==> config.mk <==
export PLATFORM = sky130hd
export DESIGN_NAME = regfile_wb_arbiter
export DESIGN_NICKNAME = d
export VERILOG_FILES = /design/src/rtl/regfile_wb_arbiter.sv
export SDC_FILE = /design/constraint.sdc
export NUM_CORES = 1
export LEC_CHECK = 0
export CAP_MARGIN = 10
export CORE_ASPECT_RATIO = 0.8
export CORE_MARGIN = 2
export CORE_UTILIZATION = 30
export CTS_CLUSTER_SIZE = 25
export DETAILED_ROUTE_END_ITERATION = 10
export PLACE_DENSITY = 0.64
export SLEW_MARGIN = 20
export SYNTH_ARGS = -nofsm -noshare
export SYNTH_HDL_FRONTEND = slang
export SYNTH_SLANG_ARGS = --single-unit
==> constraint.sdc <==
create_clock -name clk -period 2.3 [get_ports clk]
set_input_delay 0.46 -clock clk [delete_from_list [all_inputs] [get_ports clk]]
set_output_delay 0.46 -clock clk [all_outputs]
set_load 0.005 [all_outputs]
==> src/rtl/regfile_wb_arbiter.sv <==
// Round-robin arbiter sharing the register file write port between ALU and load writeback,
// with a registered write stage, busy scoreboard and conflict counter. Optional macro: WB_FWD_EN.
module regfile_wb_arbiter #(
    parameter int DATA_W = 16,
    parameter int ADDR_W = 4,
    parameter int CNT_W  = 16
) (
    input  logic                   clk,
    input  logic                   rst,
    input  logic                   alu_valid,
    input  logic [ADDR_W-1:0]      alu_addr,
    input  logic [DATA_W-1:0]      alu_data,
    output logic                   alu_ready,
    input  logic                   mem_valid,
    input  logic [ADDR_W-1:0]      mem_addr,
    input  logic [DATA_W-1:0]      mem_data,
    output logic                   mem_ready,
    input  logic                   issue_valid,
    input  logic [ADDR_W-1:0]      issue_addr,
`ifdef WB_FWD_EN
    input  logic [ADDR_W-1:0]      rd_a1,
    input  logic [ADDR_W-1:0]      rd_a2,
    input  logic [DATA_W-1:0]      rf_rd1,
    input  logic [DATA_W-1:0]      rf_rd2,
    output logic [DATA_W-1:0]      fwd_rd1,
    output logic [DATA_W-1:0]      fwd_rd2,
`endif
    output logic                   regWrite,
    output logic [ADDR_W-1:0]      A3,
    output logic [DATA_W-1:0]      WD3,
    output logic [2**ADDR_W-1:0]   busy,
    output logic [CNT_W-1:0]       conflict_cnt
);

    localparam int NREG = 2**ADDR_W;

    typedef enum logic {
        GRANT_ALU = 1'b0,
        GRANT_MEM = 1'b1
    } grant_e;

    grant_e              last_grant;
    logic                xfer;
    logic [ADDR_W-1:0]   win_addr;
    logic [DATA_W-1:0]   win_data;
    logic [NREG-1:0]     busy_next;

    // On a tie the requester that did not win last time goes first.
    always_comb begin
        // NOTE: every output of a combinational block gets a default first so no latch is inferred.
        alu_ready = 1'b0;
        mem_ready = 1'b0;
        if (!rst) begin
            if (alu_valid && (!mem_valid || last_grant == GRANT_MEM))
                alu_ready = 1'b1;
            else if (mem_valid)
                mem_ready = 1'b1;
        end
    end

    assign xfer     = alu_ready || mem_ready;
    assign win_addr = alu_ready ? alu_addr : mem_addr;
    assign win_data = alu_ready ? alu_data : mem_data;

    // NOTE: sequential state uses non-blocking assignments so every flop samples pre-edge values.
    always_ff @(posedge clk) begin
        if (rst) begin
            regWrite   <= 1'b0;
            A3         <= '0;
            WD3        <= '0;
            last_grant <= GRANT_MEM;
        end else begin
            regWrite <= xfer;
            if (xfer) begin
                A3         <= win_addr;
                WD3        <= win_data;
                last_grant <= alu_ready ? GRANT_ALU : GRANT_MEM;
            end
        end
    end

    // The set is applied after the clear so a new issue keeps ownership of its register.
    always_comb begin
        busy_next = busy;
        if (xfer)
            busy_next[win_addr] = 1'b0;
        if (issue_valid)
            busy_next[issue_addr] = 1'b1;
    end

    always_ff @(posedge clk) begin
        if (rst)
            busy <= '0;
        else
            busy <= busy_next;
    end

    always_ff @(posedge clk) begin
        if (rst)
            conflict_cnt <= '0;
        else if (alu_valid && mem_valid && conflict_cnt != {CNT_W{1'b1}})
            conflict_cnt <= conflict_cnt + CNT_W'(1);
    end

`ifdef WB_FWD_EN
    // Bypass the in-flight write to a read issued before the register file commits it.
    assign fwd_rd1 = (regWrite && A3 == rd_a1) ? WD3 : rf_rd1;
    assign fwd_rd2 = (regWrite && A3 == rd_a2) ? WD3 : rf_rd2;
`endif

endmodule

==> impl_metrics.py, run 1 <==
metrics = {
    "critical_path": {
        "cp_max_fo": 2,
        "worst_ep_arrival_time_ns": 1.77,
        "path_class": "in2out",
        "rrSetupSlack_ns": 0.53,
        "setup.worst_path.start_class": "input pin",
        "worstPathRequired_ns": 1.84,
        "cp-end-kind": "output port",
    },
    "placement": {
        "hpwl_mm": 6.27,
        "port_buffers": 103,
        "numPlacedInstances": 554,
        "routabilityCongestion": 0.846,
    },
    "clock_tree": {
        "cts.repair.resized": 1,
        "cts_setup_buffers": 0,
        "insertion_delay_ns": 0.28,
        "cts.clk_slew.worst_paths_ns": 0.07,
        "cts_made_buffers": 5,
        "cts_root_buffer": "clkbuf_16",
        "htreeDepth": 2,
        "cts_buffer_depth": 2,
        "cts_tree": "done",
        "clock_sinks": 54,
        "hold_buffers": 0,
    },
    "logic_synthesis": {
        "synthXorXnorAreaFrac_pct": 0,
        "synth_top_family_by_area": "simple AND/OR/NAND/NOR gates",
        "synthMuxAreaShare_pct": 8.73,
        "syn-num-nets": 383,
        "synth_edf_count": 0,
        "ys_seq_area_share_pct": 38.1,
        "avgSynthCellArea_um2": 8.52,
        "yosys_warnings": 0,
        "yosys_register_bits": 54,
        "synth_cells": 333,
        "synth_compound_area_share_pct": 20.9,
        "synth.distinct_cells": 47,
        "yosys.area_share.simple_pct": 26.8,
        "synth-adder-area-share_pct": 0.441,
        "async_flop_share_pct": 0,
        "syn-cell-area_um2": 2840,
        "synthFlopType": "dfxtp_1",
    },
    "job": {
        "maxCapViolations": 0,
    },
    "global_route": {
        "grt_pass1_wl_mm": 14.1,
        "grt_remaining_overflow": 0,
        "grt_max_degree": 51,
        "antenna_found_initial": 0,
        "first_global_vias": 2797,
        "track_usage_pct": 16.4,
    },
    "cells_and_area": {
        "instances_no_fill": 561,
        "drive_gt1_share_pct": 8.52,
        "final_cell_mix": "100 x clkdlybuf4s50_1, 54 x dfxtp_1, 44 x nor2_1",
        "final_common_cell": "clkdlybuf4s50_1",
        "nets": 496,
        "antennaDiodeCount": 0,
        "area_delta_synth_final_pct": 47.7,
    },
    "die": {
        "core_area_um2": 9110,
        "num_rows": 31,
        "die_x_um": 113,
        "start_util_pct": 31.1,
        "die_h_um": 91.0,
        "ios": 104,
        "fp.dieArea_um2": 10300,
    },
    "timing": {
        "max-slew-margin-rel_pct": 62.5,
        "rsz0062_at_grt": "false",
        "drv_slew": 0,
        "period_needed_ns": 2.23,
        "fin_setup_tns_ns": 0,
        "worstMarginPinSlew_ns": 0.562,
        "setup_violations": 0,
        "period_share_pct": 97.0,
        "skew_ns": 0.00488,
        "fmax_ghz": 0.448,
        "hold_violations": 0,
    },
    "route": {
        "dr.pass1.iters": 4,
        "routed_wl_mm": 8.44,
        "ant_nets": 0,
        "wl_met1_mm": 4.34,
        "vias": 2932,
        "met3_length_um": 410,
        "drcViolationCount": 0,
        "post_drt_wl_per_cell_um": 15.0,
        "drt_iter0_drc": 140,
        "route.met2.wl_mm": 3.66,
        "highest_layer": "met4",
        "via_per_inst": 5.23,
    },
    "outcome": {
        "run_status": "completed",
    },
    "pwr": {
        "power_density_nw_per_um2": 507,
        "power_leakage_nw": 1.50,
        "irDropWorstVdd_v": 0.000300,
    },
    "worst_hold_path": {
        "hold_class": "reg2reg",
    },
}
==> report_power, final <==
part / internal [mW] / leakage [nW] / switching, mW
clock: 0.399 / 0.0629 / 0.330
sequential: 0.977 / 0.441 / 0.0251
combinational: 0.225 / 0.995 / 0.169
total: 1.60 / 1.50 / 0.525
==> logic make-up (layout without fill, tap and decap cells) <==
group	Yosys count	count (layout)
simple gates	140	140
compound gates	88	88
flops	54	54
buf+inv	26	139
mux	24	24
fa+ha+maj	1	1
==> worst max-delay path, stage by stage <==
cell,delay [ns]
clkdlybuf4s50_1,0.47
and2b_1,0.15
and2_1,0.15
clkdlybuf4s50_1,0.54
==> path summary, 6_finish.rpt <==
| path | endpoint | startpoint | cells past startpoint |
|---|---|---|---|
| setup / recovery | mem_ready | mem_valid | 4 |
| hold / removal | busy[5] | busy[5] | 2 |
| setup reg to reg | conflict_cnt[13] | conflict_cnt[2] | 4 |
| hold reg to reg | busy[5] | busy[5] | 2 |
==> Yosys cell counts (4+ instances only) <==
cell | number | area share [%]
nor2b_1 | 17 | 3.7
nand4_1 | 6 | 1.3
nand3_1 | 15 | 2.6
buf_6 | 4 | 1.6
mux2i_1 | 18 | 6.3
a311oi_1 | 6 | 1.9
o21ai_0 | 13 | 2.3
inv_1 | 8 | 1.1
o211ai_1 | 4 | 1.1
a21oi_1 | 25 | 4.4
a211oi_1 | 26 | 6.9
or4_1 | 6 | 1.6
nand2_1 | 20 | 2.6
clkbuf_1 | 7 | 0.93
or3_1 | 4 | 0.88
nor2_1 | 44 | 5.8
nand2b_1 | 4 | 0.88
dfxtp_1 | 54 | 38
and4_1 | 4 | 1.2
==> final cells by class <==
type                       count  area, um2
clock buffer                   6        129
tap                          115        144
clock inverter                 1       7.51
sequential                    54       1080
inverter                       8       30.0
timing repair buffer         124       1180
multi-input combinational    253       1610
fill                         892       4920
==> flip-flops by register name, indices dropped and copies added (netlist names) <==
signal        flops
regWrite          1
A3                4
conflict_cnt     16
WD3              16
last_grant        1
busy             16
==> metal layers <==
layer	up-vias	track usage, %
met3	4	3.14
met4	0	2.44
met1	1379	24.4
met5	-	0
li1	1466	-
met2	83	25.1
==> through the flow <==
step	power [mW]	hold slack, ns	utilization, %	instance area [um2]	worst slack [ns]
2_1_floorplan	1.18	0.488	-	2840	0.506
3_3_place_gp	1.41	0.487	44.5	4050	-0.0190
3_5_place_dp	1.42	0.496	44.5	4050	-0.0442
4_1_cts	2.14	0.505	45.9	4190	0.0520
5_1_grt	2.22	0.525	46.0	4190	0.0408
6_report	2.13	0.499	46.0	4190	0.0700
Note: power is estimated with default switching activity, not from simulation.
==> inputs of run 2 (changes only) <==
Settings changed: SLEW_MARGIN 20 to not set.
==> results of run 2 <==
Final layout, timing and power as in run 1 (identical DEF).
